===== config.mk =====
export PLATFORM = sky130hd
export DESIGN_NAME = layer1_stats_flat
export DESIGN_NICKNAME = d
export VERILOG_FILES = /design/src/rtl/layer1_stats_if.sv /design/src/rtl/layer1_stats.sv /design/src/flat_wrapper.sv
export SDC_FILE = /design/constraint.sdc
export NUM_CORES = 1
export LEC_CHECK = 0
export BUFFER_PORTS_ARGS = -buffer_cell sky130_fd_sc_hd__buf_2
export CAP_MARGIN = 40
export CORE_ASPECT_RATIO = 1.25
export CORE_MARGIN = 3
export CORE_UTILIZATION = 30
export DETAILED_ROUTE_END_ITERATION = 12
export PLACE_DENSITY = 0.53
export SETUP_SLACK_MARGIN = 0.05
export SKIP_CTS_REPAIR_TIMING = 1
export SLEW_MARGIN = 20
export SYNTH_ARGS = -nofsm -noshare
export SYNTH_HDL_FRONTEND = slang
export SYNTH_SLANG_ARGS = --single-unit

===== constraint.sdc =====
create_clock -name clk -period 6.9 [get_ports clk]
set_input_delay 1.38 -clock clk [delete_from_list [all_inputs] [get_ports clk]]
set_output_delay 1.38 -clock clk [all_outputs]
set_load 0.01 [all_outputs]

===== src/rtl/layer1_stats_if.sv =====
// layer1_stats_if: Layer1 result-memory read port.
// Macro: none.
//   crd       read enable (master -> memory)
//   caddr_rd  12-bit read address; bits [11:10] always 0 (master -> memory)
//   csel      memory select, 1 = Layer1 (master -> memory)
//   cdata_rd  13-bit read data, arrives two edges after the address is driven (memory -> master)
interface layer1_stats_if;
    logic        crd;
    logic [11:0] caddr_rd;
    logic        csel;
    logic [12:0] cdata_rd;

    modport master (output crd, caddr_rd, csel, input cdata_rd);
    modport slave  (input crd, caddr_rd, csel, output cdata_rd);
endinterface


===== src/rtl/layer1_stats.sv =====
// layer1_stats: scans the Layer1 feature map through the memory read port and
// reports the mean, the maximum with its first address, and the non-zero count,
// signalled by a one-cycle done pulse.
// Macro: LAYER1_STATS_ROUND_EN -- when defined, mean rounds half-up and
// saturates at 13'h0FFF; otherwise mean truncates.
// Ports:
//   clk, reset   clock and synchronous active-high reset
//   start        scan request, sampled only while idle
//   busy         high from the cycle after start is accepted through the done cycle
//   mem          memory read port (crd, caddr_rd, csel, cdata_rd)
//   done         one-cycle pulse when the results are valid
//   mean, max_val, max_addr, nz_cnt   result registers
module layer1_stats #(
    parameter int unsigned N_WORDS = 1024,
    parameter int unsigned LOG2_N  = 10
) (
    input  logic                 clk,
    input  logic                 reset,
    input  logic                 start,
    output logic                 busy,
    layer1_stats_if.master       mem,
    output logic                 done,
    output logic [12:0]          mean,
    output logic [12:0]          max_val,
    output logic [9:0]           max_addr,
    output logic [10:0]          nz_cnt
);

    localparam int unsigned DATA_W = 13;
    localparam int unsigned ADDR_W = 10;
    localparam int unsigned SUM_W  = 23;
    localparam int unsigned CNT_W  = 11;
    localparam logic [ADDR_W-1:0] LAST_IDX = ADDR_W'(N_WORDS - 1);

    typedef enum logic [1:0] {IDLE, READ, DRAIN, DONE} state_t;

    state_t              state, state_nxt;
    logic                crd_q, crd_nxt;
    logic                csel_q, csel_nxt;
    logic [ADDR_W-1:0]   caddr_q, caddr_nxt;
    logic [ADDR_W-1:0]   rd_idx, rd_idx_nxt;
    logic                busy_nxt, done_nxt;
    logic                clr_c, fin_c;

    // Read-tracking stage: the issued crd/caddr registers form the first
    // stage, this one lines up with the data returned by the memory.
    logic                pipe_v;
    logic [ADDR_W-1:0]   pipe_a;
    logic [SUM_W-1:0]    sum;
    logic [DATA_W-1:0]   mean_c;

    assign mem.crd      = crd_q;
    assign mem.caddr_rd = {2'b00, caddr_q};
    assign mem.csel     = csel_q;

    // State and control-output registers
    always_ff @(posedge clk) begin
        if (reset) begin
            state   <= IDLE;
            busy    <= 1'b0;
            crd_q   <= 1'b0;
            csel_q  <= 1'b0;
            caddr_q <= '0;
            rd_idx  <= '0;
            done    <= 1'b0;
        end else begin
            state   <= state_nxt;
            busy    <= busy_nxt;
            crd_q   <= crd_nxt;
            csel_q  <= csel_nxt;
            caddr_q <= caddr_nxt;
            rd_idx  <= rd_idx_nxt;
            done    <= done_nxt;
        end
    end

    // Next-state and next-output decode
    always_comb begin
        state_nxt  = state;
        busy_nxt   = busy;
        csel_nxt   = csel_q;
        crd_nxt    = 1'b0;
        caddr_nxt  = caddr_q;
        rd_idx_nxt = rd_idx;
        done_nxt   = 1'b0;
        clr_c      = 1'b0;
        fin_c      = 1'b0;
        case (state)
            IDLE: begin
                if (start) begin
                    state_nxt  = READ;
                    busy_nxt   = 1'b1;
                    csel_nxt   = 1'b1;
                    rd_idx_nxt = '0;
                    clr_c      = 1'b1;
                end
            end
            READ: begin
                crd_nxt    = 1'b1;
                caddr_nxt  = rd_idx;
                rd_idx_nxt = rd_idx + ADDR_W'(1);
                if (rd_idx == LAST_IDX) begin
                    state_nxt = DRAIN;
                end
            end
            DRAIN: begin
                // Nothing issued and nothing in flight: last word is in the sum.
                if (!crd_q && !pipe_v) begin
                    state_nxt = DONE;
                    done_nxt  = 1'b1;
                    fin_c     = 1'b1;
                end
            end
            DONE: begin
                state_nxt = IDLE;
                busy_nxt  = 1'b0;
                csel_nxt  = 1'b0;
            end
            default: state_nxt = IDLE;
        endcase
    end

`ifdef LAYER1_STATS_ROUND_EN
    localparam int unsigned RND_W = SUM_W + 1;
    localparam logic [RND_W-1:0] ROUND_BIAS = RND_W'(1) << (LOG2_N - 1);
    logic [RND_W-1:0] rounded_c;
    assign rounded_c = ({1'b0, sum} + ROUND_BIAS) >> LOG2_N;
    assign mean_c    = (rounded_c > RND_W'(13'h0FFF)) ? 13'h0FFF : DATA_W'(rounded_c);
`else
    logic [SUM_W-1:0] trunc_c;
    assign trunc_c = sum >> LOG2_N;
    assign mean_c  = DATA_W'(trunc_c);
`endif

    // Accumulators and result registers
    always_ff @(posedge clk) begin
        if (reset) begin
            pipe_v   <= 1'b0;
            pipe_a   <= '0;
            sum      <= '0;
            max_val  <= '0;
            max_addr <= '0;
            nz_cnt   <= '0;
            mean     <= '0;
        end else begin
            pipe_v <= crd_q;
            pipe_a <= caddr_q;
            if (clr_c) begin
                sum      <= '0;
                max_val  <= '0;
                max_addr <= '0;
                nz_cnt   <= '0;
                mean     <= '0;
            end else if (pipe_v) begin
                sum <= sum + SUM_W'(mem.cdata_rd);
                // Strict compare keeps the lowest address on ties.
                if (mem.cdata_rd > max_val) begin
                    max_val  <= mem.cdata_rd;
                    max_addr <= pipe_a;
                end
                if (mem.cdata_rd != '0) begin
                    nz_cnt <= nz_cnt + CNT_W'(1);
                end
            end
            if (fin_c) begin
                mean <= mean_c;
            end
        end
    end

endmodule


===== src/flat_wrapper.sv =====
// flat-port wrapper written by rule: the top's interface ports become plain ports
module layer1_stats_flat 
#(
    parameter int unsigned N_WORDS = 1024,
    parameter int unsigned LOG2_N  = 10
)
  (clk, reset, start, busy, done, mean, max_val, max_addr, nz_cnt, mem_crd, mem_caddr_rd, mem_csel, mem_cdata_rd);
  layer1_stats_if mem_i ();
  input  logic clk;
  input  logic reset;
  input  logic start;
  output logic busy;
  output logic done;
  output logic [12:0] mean;
  output logic [12:0] max_val;
  output logic [9:0] max_addr;
  output logic [10:0] nz_cnt;
  output wire logic [$bits(mem_i.crd)-1:0] mem_crd;
  output wire logic [$bits(mem_i.caddr_rd)-1:0] mem_caddr_rd;
  output wire logic [$bits(mem_i.csel)-1:0] mem_csel;
  input wire logic [$bits(mem_i.cdata_rd)-1:0] mem_cdata_rd;
  assign mem_crd = mem_i.crd;
  assign mem_caddr_rd = mem_i.caddr_rd;
  assign mem_csel = mem_i.csel;
  assign mem_i.cdata_rd = mem_cdata_rd;
  layer1_stats #(.N_WORDS(N_WORDS), .LOG2_N(LOG2_N)) u_core (.clk(clk), .reset(reset), .start(start), .busy(busy), .mem(mem_i), .done(done), .mean(mean), .max_val(max_val), .max_addr(max_addr), .nz_cnt(nz_cnt));
endmodule

=== Yosys cells after proc, flatten, opt, wreduce, memory -nomap -nowiden ===
Cells that the tools add are included.

* $add $sub $neg: 3
* Multipliers: 0
* Divide/modulo/power cells: 0
* Magnitude comparators: 1
* Equal/unequal tests: 7
* Shift-type cells: 0
* Multiplexer cells: 15
* Bitwise operators: 0
* Reduce and logical (&&, ||, !) cells: 14

{| class="wikitable"
|+ Operator list
! cell !! count
|-
| $mux W13 || 2
|-
| $add A23 B13 Y23 || 1
|-
| $pmux W10 S2 || 1
|-
| $gt A13 B13 Y1 || 1
|-
| $reduce_bool A13 Y1 || 1
|-
| $add A11 B1 Y11 const B || 1
|-
| $add A10 B1 Y10 const B || 1
|-
| $eq A10 B10 Y1 const B || 1
|-
| $mux W10 || 1
|-
| $pmux W2 S4 || 1
|-
| $reduce_and A2 Y1 || 4
|-
| $mux W1 || 6
|-
| $mux W2 || 3
|-
| $reduce_bool A2 Y1 || 3
|-
| $eq A2 B2 Y1 const B || 2
|-
| $ne A2 B1 Y1 const B || 2
|-
| $reduce_and A3 Y1 || 1
|-
| $eq A2 B1 Y1 const B || 1
|-
| $logic_not A1 Y1 || 2
|-
| $logic_not A2 Y1 || 1
|-
| $ne A2 B2 Y1 const B || 1
|-
| $pmux W1 S2 || 1
|-
| $reduce_or A2 Y1 || 1
|-
| $logic_and A1 B1 Y1 || 1
|}

* Register bits after elaboration: 106
* Latch bits: 0
* Bits in writable memories: 0
* ROM bits: 0
* Input port bits: 16
* Output and inout bits: 63
* Logic and storage cells: 53
* Memories kept: 0

=== Logic depth before layout (Yosys ltp) ===
Gate-level depths: netlist of the first run.

* Depth after elaboration: 5
* Depth in mapped cells: 9
* Mapped depth without buffers: 8

=== Worst setup path after synthesis of the first run ===
No wires, ideal clock.

* Kind: input to register
* Start: input mem_cdata_rd[0]
* End: register u_core.sum[10]
* Setup time: 122 ps
* Arrival: 3024 ps
* Data required time: 6778 ps
* Setup slack: 3754 ps
* Stages: 8
* Path buffers: 0
* Cell sequence: ha_1 fa_1 a21oi_1 o211ai_2 or2b_1 o21ai_0 nor4b_1 a311o_1

* Cells in the longest elaborated chain, start to end: 1

{| class="wikitable"
|+ Ends and longest elaborated chain
! element !! RTL line !! source
|-
| start, declared || flat_wrapper.sv:21 || <nowiki>input wire logic [$bits(mem_i.cdata_rd)-1:0] mem_cdata_rd;</nowiki>
|-
| $add A23 B13 Y23 || layer1_stats.sv:155 || <nowiki>sum <= sum + SUM_W'(mem.cdata_rd);</nowiki>
|-
| end signal, assigned || layer1_stats.sv:155 ||
|-
| end, declared || layer1_stats.sv:49 || <nowiki>logic [SUM_W-1:0] sum;</nowiki>
|}

No other way between the ends.
A chain may end at the register's enable or synchronous reset.

=== Worst setup path in the final report of the first run ===
Same ends and word-level chain as after synthesis.

==> impl_summary.md, run 1 <==
Floorplan
The x dimension of the die is 121.5 um. The vertical die dimension is ~150 um. The initialized floorplan defines 52 standard-cell rows. The core region is 16,270 um2.

The initial utilization of the core area, before any placement, comes to 0.3073. The top-level I/O count is 79. The die covers between 15,000 and 20,000 um2.

Synth
The leading register cell type out of synthesis is sky130_fd_sc_hd__dfxtp_1. In the post-synthesis netlist, the cell with the most instances is sky130_fd_sc_hd__dfxtp_1. By area the synthesized netlist is led by sky130_fd_sc_hd__dfxtp_1 42%, sky130_fd_sc_hd__mux2i_1 9.0%, sky130_fd_sc_hd__ha_1 8.0%. The count of yosys warnings during synthesis is 0. The share of synthesized area in the top cell type comes to 0.4245.

After synthesis, the netlist uses 59 different library cells. The post-synth design cell area is ~5000 um2. The commonest cells after synthesis are 106 x sky130_fd_sc_hd__dfxtp_1, 78 x sky130_fd_sc_hd__nor2_1, 45 x sky130_fd_sc_hd__mux2i_1. Counting flops with a built-in enable in the synthesized netlist gives 0.

The library cell occupying the most area in the post-synthesis netlist is sky130_fd_sc_hd__dfxtp_1. A synthesized cell averages 9.222 um2. The number of instances in the synthesized netlist is 542. For this run, the register share of the synthesized area comes to 0.4245.

The share of flip-flops with an asynchronous set or reset after synthesis is 0. In this run, synthesis produced a sequential element count of roughly 110.

Timing
The largest clock skew in the final design is 12.53 ps. For the pin with the worst max-slew slack, the measured transition is 760.4 ps. The final number of max-transition violations is 0.

Dividing the final minimum period by the clock period gives 0.4628. The minimum clock period is 3193 ps. Final hold analysis gives a worst-case slack of roughly 460 ps. The final hold violation count is 0. The relative slew slack is 0.4931. In the final timing run, aggregate negative setup slack is 0 ps.

Setup repair after global routing left no endpoint under its margin. The final setup violation count is 0. Static timing analysis puts the maximum clock frequency at 313.2 MHz.

Clock tree
CTS placed an instance of sky130_fd_sc_hd__clkbuf_16 at the clock tree root. The insertion delay to the later sink of the worst-skew pair is 350 ps. The clock passes through at most 2 buffers. The H-tree depth is 3. TritonCTS built the clock tree. Clock-pin slew was measured on the worst setup and hold paths at around 80 ps. The number of clock sinks seen by CTS is between 100 and 150. The TritonCTS buffer count is 9.

Place
The congestion estimate from routability-driven global placement came to 0.7961. The number of buffer cells added on primary ports is 76. The detailed-placement wirelength estimate is between 8 and 9 mm. The number of placed instances with taps included is approximately 810.

Global routing
The initial antenna violation count is 0. The pin count of the biggest net entering global routing is 58. The number of global-route vias before repair is ~3,900. The total congestion overflow is 0.

The total routing usage reported by global routing is 0.1297. The first-pass GRT wire length is 19.40 mm.

Pwr
The power density relative to cell area is 251.7 nW/um2. In this run the static leakage power is 0.002576 uW. Across the VDD grid, the largest voltage drop is 0.1292 mV.

Setup path
Walking the worst path, the cells encountered are buf_2 -> ha_1 -> fa_1 -> a21oi_1 -> o211ai_2 -> or2b_1 -> o21ai_0 -> nor4b_1 -> a311o_1. The critical path launch point is mem_cdata_rd[0]. The master of the slowest instance on the critical path is sky130_fd_sc_hd__fa_1. For this run, the slowest stage of the critical path takes 410 ps.

The worst setup path is launched from an input port. The data required time of the critical path is 7140 ps. The worst setup path is captured at a flop. The startpoint identified for the worst register-to-register timing path is u_core.state[1]. Of all nets on the critical path, the largest fanout is 4. The arrival time reported for the critical path endpoint is 3430 ps. The setup path with the least slack is of type in2reg.

Finish
The relative area change from synthesis to final layout is 18.00%. The number of nets at the end of the flow is 660. The layout has 1,700 filler cells. The ratio of cells with drive above 1 in the final layout is 0.1769. The repair_antennas step left the layout with diodes totalling 0.

After the flow finishes, the layout carries non-filler instances totaling 832.

Flow run
Max-cap violations in this run came to 0.

Drt
The length of the first detailed-routing pass in iterations is 4. Once detail routing completed, the nets flagged for antenna violations numbered 0. The routed length per instance is 13.71 um. The detailed-route vias per instance is 4.780. The aggregate routed wire length is 11.41 mm. In the routed design, unresolved DRC markers number 0. The number of design-rule violations left by the first detailed-router iteration is 173.

The via count of the routed design is 3,977.

Hold path
The worst hold path startpoint is u_core.pipe_a[1]. The tightest min-delay check is of the reg2reg type.

Status
The flow ran to the end, and the final reports show no timing, DRC or antenna violations.
through the flow:
stage | power [uW] | utilization | setup WS, ps | instance area, um2
6_report | 1484 | 0.3626 | 3707 | 5898
3_5_place_dp | 972.0 | 0.3425 | 3326 | 5572
4_1_cts | 1507 | 0.3614 | 3688 | 5878
5_1_grt | 1571 | 0.3626 | 3601 | 5898
2_1_floorplan | 891.4 | - | 3754 | 5002
3_3_place_gp | 957.8 | 0.3409 | 2927 | 5545
power breakdown:
group | leakage [uW] | internal (uW) | switching (uW) | total (uW)
combinational | 0.00157 | 111 | 191 | 302
clock | 0.000150 | 261 | 268 | 529
sequential | 0.000855 | 633 | 19.8 | 653
final timing paths:
path         slack (ps)  cells past startpoint                 end
max                3710                      9      u_core.sum[10]
min                 460                      2  u_core.max_addr[1]
max reg2reg        4390                      6    u_core.rd_idx[7]
min reg2reg         460                      2  u_core.max_addr[1]
layer usage:
metal  vias to the layer above  global-route usage  part of all wire
met3                        10             0.02518             0.035
li1                       2060                   -                 -
met2                        56              0.2124              0.47
met1                      1851              0.1739              0.48
met5                         -                   0                 0
met4                         0             0.03700             0.013
cell families after synthesis:
family	Yosys count	synth area share
mux	45	0.09011
fa+ha+maj	33	0.08410
compound gates	104	0.1454
simple gates	187	0.1792
xor+xnor	20	0.03504
flops	106	0.4245
buf+inv	46	0.04080
other cells	1	0.0007502
flip-flops by register name (all words and copies together), names as in the netlist, 2 cells and up:
| name | cells |
|---|---|
| u_core.sum | 23 |
| u_core.max_val | 13 |
| u_core.mean | 13 |
| u_core.nz_cnt | 11 |
| u_core.caddr_q | 10 |
| u_core.max_addr | 10 |
| u_core.pipe_a | 10 |
| u_core.rd_idx | 10 |
| u_core.state | 2 |
worst max-delay path: cells and delay by family:
| kind | cells | cell delay [ps] |
|---|---|---|
| AO/OA/AOI/OAI | 4 | 880 |
| adder cells (fa/ha/maj) | 2 | 640 |
| AND/OR/NAND/NOR | 2 | 390 |
| buffers and inverters | 1 | 130 |
cell type report:
type                            count  area, um2  share of cell area
Clock inverter                      7      81.33             0.01379
Inverter                           19      71.32             0.01209
Timing Repair Buffer               84      449.2             0.07616
Sequential cell                   106       2122              0.3598
Tap cell                          216      270.3             0.04582
Clock buffer                        9      225.2             0.03818
Multi-Input combinational cell    391       2679              0.4542
layout by cell type (no fill, tap or decap), types with 5 or more instances in the layout:
cell,n
sky130_fd_sc_hd__a21o_1,7
sky130_fd_sc_hd__a21oi_1,34
sky130_fd_sc_hd__a22o_1,13
sky130_fd_sc_hd__and3_1,9
sky130_fd_sc_hd__buf_2,76
sky130_fd_sc_hd__buf_4,5
sky130_fd_sc_hd__clkbuf_16,9
sky130_fd_sc_hd__dfxtp_1,106
sky130_fd_sc_hd__ha_1,32
sky130_fd_sc_hd__inv_1,19
sky130_fd_sc_hd__mux2i_1,45
sky130_fd_sc_hd__nand2_1,34
sky130_fd_sc_hd__nand3_1,11
sky130_fd_sc_hd__nand4_1,9
sky130_fd_sc_hd__nor2_1,78
sky130_fd_sc_hd__nor2b_1,15
sky130_fd_sc_hd__o21ai_0,19
sky130_fd_sc_hd__or3_1,7
sky130_fd_sc_hd__xnor2_1,9
sky130_fd_sc_hd__xor2_1,11
Power figures use the tool's default switching activity.
==> run 2, diff against run 1 <==
--- a/config.mk
+++ b/config.mk
@@ -11,7 +11,7 @@
 export CORE_MARGIN = 3
 export CORE_UTILIZATION = 30
 export DETAILED_ROUTE_END_ITERATION = 12
-export PLACE_DENSITY = 0.53
+export PLACE_DENSITY = 0.54
 export SETUP_SLACK_MARGIN = 0.05
 export SKIP_CTS_REPAIR_TIMING = 1
 export SLEW_MARGIN = 20
==> constraint.sdc (replaced) <==
create_clock -name clk -period 2.8 [get_ports clk]
set_input_delay 0.56 -clock clk [delete_from_list [all_inputs] [get_ports clk]]
set_output_delay 0.56 -clock clk [all_outputs]
set_load 0.01 [all_outputs]
==> run 2 against run 1 <==
Effect of this change:
- sequential power rose by 150%
- worst hold slack improved by 3.0 ps
- first-iteration DRC count increased by 29%
- critical path depth decreased by 2
- global-route usage up 0.19 points
- non-clock buffer count grew 8
- power increased by 150%
- setup slack got worse by 3200 ps
- sequential share of layout area fell by 0.34 points
- routed wire length is 3.3% higher
- clock power is 150% higher
==> impl_summary.md, run 2 (synthesized netlist as in run 1, its figures left out) <==
Clock tree
The TritonCTS buffer count is 9 (unchanged). The cell sitting at the root of the clock tree is a sky130_fd_sc_hd__clkbuf_16. The CTS clock-pin slew for the worst setup and hold paths was 80 ps (about the same). The number of clock sinks seen by CTS is 106 (unchanged). The maximum clock insertion buffer count came to 2 (unchanged). The H-tree depth came to 3 (unchanged). The insertion delay to the later sink of the worst-skew pair is 340 ps (about the same). The clock tree from TritonCTS is built.

Drt
Routed signal wires occupy layers up through met4. The detailed-route vias per instance is 4.914 (+2.8%). The length of the first detailed-routing pass in iterations is 4 (unchanged). The number of design-rule violations left by the first detailed-router iteration is 224 (+29%). The amount of wire on met3 after detailed routing is 476 um (+18%). The total met2 wirelength after detailed routing is 5.603 mm (+5.0%).

The total routed wire length on the met1 layer came to 5.481 mm (-0.60%). The aggregate routed wire length was 11.79 mm (+3.3%). The number of remaining DRC errors was 0 (unchanged).

The remaining antenna violation count after routing is 0 (unchanged). The via count of the routed design came to 4,128 (+3.8%). The routed length per instance is 14.03 um (+2.3%).

Timing
The final setup TNS is 0 ps (unchanged). The worst setup slack after layout is 491.2 ps (-3216 ps). The final setup violation count was 0 (unchanged).

The largest clock skew in the final design is 8.478 ps (-4.056 ps). For this run, the top clock speed supported by timing is 433.1 MHz. The final number of max-transition violations came to 0 (unchanged). Setup repair after global routing left no endpoint under its margin. Subtracting the final worst setup slack from the clock period gives approximately 2300 ps. The measured slew at the worst slew-check pin came to 558.6 ps (-201.8 ps).

The relative slew slack is 0.6237 (+0.1306). The final hold violation count is 0 (unchanged). In the finished design, the share of the clock period the worst path needs comes to 0.8246.

Floorplan
The vertical die dimension is 150.3 um (unchanged). The x dimension of the die was 121.5 um (unchanged). The core area was 16,270 um2 (unchanged).

The number of rows in the core area is 52 (unchanged). The initial core utilization is 0.3073 (unchanged). The die footprint is 18,260 um2 (unchanged). The top-level I/O count is 79 (unchanged).

Finish
The most common cell after layout, fill and taps aside is sky130_fd_sc_hd__dfxtp_1. The summed area of non-filler cells in the final layout is 5954 um2 (+0.95%). In the layout the commonest cells are 106 x sky130_fd_sc_hd__dfxtp_1, 78 x sky130_fd_sc_hd__nor2_1, 76 x sky130_fd_sc_hd__buf_2.

The ratio of cells with drive above 1 in the final layout is 0.1875 (+0.01055). The number of diodes added for antenna fixing is 0 (unchanged). The relative area change from synthesis to final layout is 19.12%. The number of fill cells came to 1,700 (unchanged). The combined flip-flop and latch cell area was 2122 um2 (unchanged). The number of nets at the end of the flow is 668 (+1.2%).

The register ranked first by flip-flop count is u_core.sum. The final cell utilization of the core is 0.3661 (+0.003462). The number of flip-flops in the largest register came to 23 (unchanged). The footprint of the multi-input gates came to 2679 um2 (unchanged). The largest registers in the layout are u_core.sum (23), u_core.max_val (13), u_core.mean (13).

Setup path
The endpoint class of the critical path is a flop. The data required time of the critical path is 2990 ps (-4150 ps). Walking the worst path, the cells encountered are buf_2 -> ha_1 -> a21oi_1 -> o21ai_0 -> a221oi_1 -> mux2i_1 -> o311ai_0. The start-to-end type of the worst setup path is in2reg. The delay of the slowest cell on the worst path is 420 ps (about the same). The top fanout value on the critical path is 5 (+1). The master of the slowest instance on the critical path is sky130_fd_sc_hd__a221oi_1. The worst reg2reg path startpoint is u_core.sum[0]. The critical path launch point is mem_cdata_rd[4]. The kind of start point of the critical path is an input port. The arrival time reported for the critical path endpoint is 2500 ps (-930 ps).

Global routing
The total congestion overflow is 0 (unchanged). The total routing usage reported by global routing came to 0.1316 (+0.001909). The initial antenna violation count is 0 (unchanged). The first-pass GRT wire length is 19.65 mm (+1.3%). The number of global-route vias before repair is 4,024 (+3.0%). The pin count of the biggest net entering global routing is 22 (-62%).

Place
The number of buffer cells added on primary ports is 76 (unchanged). The detailed-placement wirelength estimate was 8.725 mm (+3.8%). The placed cell area is 5635 um2 (+1.1%). The global placer's final weighted congestion is 0.8360 (+5.0%). The setup slack at placement was 167.9 ps (-3158 ps).

Hold path
The kind of path behind the tightest hold check is reg2reg. In this run the most critical hold path is launched from u_core.pipe_a[0].

Pwr
The power density relative to cell area was 621.8 nW/um2 (+150%). The static leakage is 0.002614 uW (+1.5%). The worst IR drop on VDD came to 0.3635 mV (+180%).

Status
The flow ran to the end, and the final reports show no timing, DRC or antenna violations.

Flow run
The max-cap check violation count was 0 (unchanged).
run 2: power breakdown:
| group | switching (uW) | internal [uW] | leakage (uW) |
|---|---|---|---|
| Combinational | 487 | 284 | 0.00161 |
| Clock | 612 | 712 | 0.000154 |
| Sequential | 46.7 | 1560 | 0.000855 |
| Total | 1150 | 2560 | 0.00261 |
run 2: stage by stage:
stage,power [uW],std cells,hold WS [ps]
3_3_place_gp,2393,823,446.5
3_5_place_dp,2422,823,451.3
4_1_cts,3761,839,466.1
6_report,3703,840,465.2
5_1_grt,3912,840,488.0
2_1_floorplan,2197,543,436.5
run 2: per-layer routing:
layer | GRT usage | vias up
met2 | 0.2232 | 83
met1 | 0.1658 | 1966
met3 | 0.02818 | 14
met5 | 0 | -
met4 | 0.04372 | 0
li1 | - | 2065
run 2: final timing paths:
| kind | end | slack, ps | cells after the start |
|---|---|---|---|
| max | u_core.sum[11] | 490 | 7 |
| max reg2reg | u_core.sum[20] | 520 | 8 |
| min reg2reg | u_core.max_addr[0] | 470 | 2 |
| min | u_core.max_addr[0] | 470 | 2 |
run 2: final cells by class:
type                       count  area share
sequential                   106      0.3564
inverter                      19     0.01198
clock buffer                   9     0.03782
tap                          216     0.04539
clock inverter                 7     0.01450
multi-input combinational    391      0.4499
timing repair buffer          92     0.08405
run 2: critical path, delay by kind of cell:
kind,cells,cell delay [ps]
adders and majority gates,1,370
muxes,1,220
AOI/OAI and AO/OA,4,1220
buffers and inverters,1,130
==> run 3, diff against run 2 <==
==> constraint.sdc (replaced) <==
create_clock -name clk -period 2.1 [get_ports clk]
set_input_delay 0.42 -clock clk [delete_from_list [all_inputs] [get_ports clk]]
set_output_delay 0.42 -clock clk [all_outputs]
set_load 0.01 [all_outputs]
==> run 3 against run 2 <==
Effect of this change:
- first-iteration DRC count is 29% lower
- highest routed layer unchanged
- final cell count is 5.6% higher
- largest power group unchanged
- critical path depth is 1 higher
- global-route usage is 0.95 points higher
- die area stayed put
- largest cell class unchanged
==> impl_summary.md, run 3 (synthesized netlist as in run 1, its figures left out) <==
Status
The run finished with clean final reports.

Timing
The final setup violation count is 0 (unchanged). The final hold violation count is 0 (unchanged). The minimum clock period is between 2000 and 2500 ps. The worst setup slack after layout is 1.897 ps (-489.3 ps). The largest clock skew in the final design is 10.17 ps (+1.691 ps). Setup repair after global routing could not meet its margin everywhere. For this run, the top clock speed supported by timing is 476.6 MHz.

The final number of max-transition violations came to 0 (unchanged). The post-route fraction of the period consumed by the critical path is 0.9991.

Drt
The total met2 wirelength after detailed routing is 6.315 mm (+13%). The total routed wire length on the met1 layer is 5.876 mm (+7.2%). The aggregate routed wire length is 12.92 mm (+9.6%). The remaining antenna violation count after routing is 0 (unchanged). The via count of the routed design is 4,296 (+4.1%). The detailed-route vias per instance is 4.843 (-1.4%). The routed length per instance was 14.57 um (+3.8%). The amount of wire on met3 after detailed routing was 476 um (unchanged). The number of design-rule violations left by the first detailed-router iteration was 160 (-29%). The number of remaining DRC errors is 0 (unchanged). The highest signal layer in the routed design is met4.

The length of the first detailed-routing pass in iterations came to 4 (unchanged).

Setup path
The arrival time reported for the critical path endpoint is 2340 ps (-160 ps). The data required time of the critical path is 2350 ps (-640 ps). STA classifies the critical path startpoint as a flop. The worst setup path is captured at a flop. The top fanout value on the critical path is 6 (+1). The critical path is of the reg2reg type.

Place
The number of buffer cells added on primary ports is 76 (unchanged). The setup slack at placement came to -318.8 ps (-486.8 ps). The global placer's final weighted congestion is 0.8436 (+0.91%). The detailed-placement wirelength estimate is 9.612 mm (+10%).

Finish
The footprint of the multi-input gates is 2994 um2 (+12%). The area growth from synthesis to layout is 33.52%. The number of flip-flops in the largest register is 23 (unchanged). The combined flip-flop and latch cell area is 2145 um2 (+1.1%). The number of diodes added for antenna fixing is 0 (unchanged).

The number of nets at the end of the flow was 715 (+7.0%). The library cells used most frequently in the layout, excluding fill and tap cells, are 90 x sky130_fd_sc_hd__dfxtp_1, 77 x sky130_fd_sc_hd__nor2_1, 76 x sky130_fd_sc_hd__buf_2. The most common cell after layout, fill and taps aside is sky130_fd_sc_hd__dfxtp_1. The largest registers in the layout are u_core.sum (23), u_core.max_val (13), u_core.mean (13). The ratio of cells with drive above 1 in the final layout was 0.3294 (+0.1419).

The number of fill cells came to 1,594 (-6.2%). The final cell utilization of the core was 0.4103 (+0.04423). The register ranked first by flip-flop count is u_core.sum.

Hold path
The kind of path behind the tightest hold check is in2reg.

Clock tree
The maximum clock insertion buffer count is 2 (unchanged). The H-tree depth is 3 (unchanged). The CTS clock-pin slew for the worst setup and hold paths came to 80 ps (about the same). TritonCTS built the clock tree.

The TritonCTS buffer count is 9 (unchanged). The number of clock sinks seen by CTS is 106 (unchanged). The insertion delay to the later sink of the worst-skew pair was 350 ps (about the same). The cell chosen for the clock root is sky130_fd_sc_hd__clkbuf_16.

Global routing
The initial antenna violation count is 0 (unchanged). The first-pass GRT wire length is 20.93 mm (+6.5%). The pin count of the biggest net entering global routing came to 28 (+27%). The number of global-route vias before repair is 4,263 (+5.9%).

The total routing usage reported by global routing is 0.1411 (+0.009467). The total congestion overflow is 0 (unchanged).

Pwr
The worst IR drop on VDD is 0.4094 mV (+13%). The power density relative to cell area is 762.1 nW/um2 (+23%). The static leakage came to 0.002866 uW (+9.6%).

Flow run
The max-cap check violation count is 0 (unchanged).

Floorplan
The die footprint is 18,260 um2 (unchanged). The top-level I/O count came to 79 (unchanged). The initial core utilization was 0.3073 (unchanged).

The number of rows in the core area is 52 (unchanged). The x dimension of the die is 121.5 um (unchanged). The core area was 16,270 um2 (unchanged).

The vertical die dimension is 150.3 um (unchanged).
run 3: worst paths after layout:
path	from	end	slack, ps	depth (start not counted)
worst min register to register	u_core.pipe_a[1]	u_core.max_addr[1]	460	2
worst max register to register	u_core.sum[0]	u_core.sum[20]	2	8
worst max-delay path	u_core.sum[0]	u_core.sum[20]	2	8
worst min-delay path	reset	u_core.pipe_a[9]	350	2
run 3: worst max-delay path, cell delays in order, from the launching register on:
cell,delay (ps)
sky130_fd_sc_hd__dfxtp_2,350
sky130_fd_sc_hd__ha_4,140
sky130_fd_sc_hd__fa_2,220
sky130_fd_sc_hd__a21oi_4,70
sky130_fd_sc_hd__o211ai_2,160
sky130_fd_sc_hd__or4b_4,550
sky130_fd_sc_hd__a21oi_2,170
sky130_fd_sc_hd__a41oi_1,110
sky130_fd_sc_hd__a41o_1,220
run 3: layout make-up:
cell class | count | share of cell area
repair buffers | 139 | 0.1352
clock inverters | 6 | 0.009374
flip-flops and latches | 106 | 0.3213
multi-input cells | 391 | 0.4486
inverters | 19 | 0.01069
well taps | 216 | 0.04049
clock buffers | 10 | 0.03431
run 3: power breakdown:
group	total (uW)	internal [uW]	switching [uW]
Clock	1660	835	826
Sequential	2160	2090	69.9
Combinational	1270	543	726
Total	5090	3460	1620
run 3: layer usage:
| metal | track usage | vias up |
|---|---|---|
| met2 | 0.2409 | 91 |
| met4 | 0.04989 | 0 |
| met1 | 0.1757 | 2033 |
| li1 | - | 2154 |
| met3 | 0.02931 | 18 |
| met5 | 0 | - |
run 3: metrics by stage:
stage	cell area [um2]	std cells	TNS, ps	power (uW)	hold slack, ps
global route	6674	887	-1180	5377	366.5
detailed placement	6073	863	-8885	3406	449.6
CTS	6365	879	-590.0	5079	348.5
finish	6674	887	0	5086	350.8
floorplan	5154	543	-7.208	2960	436.5
global placement	6073	863	-8293	3355	444.5
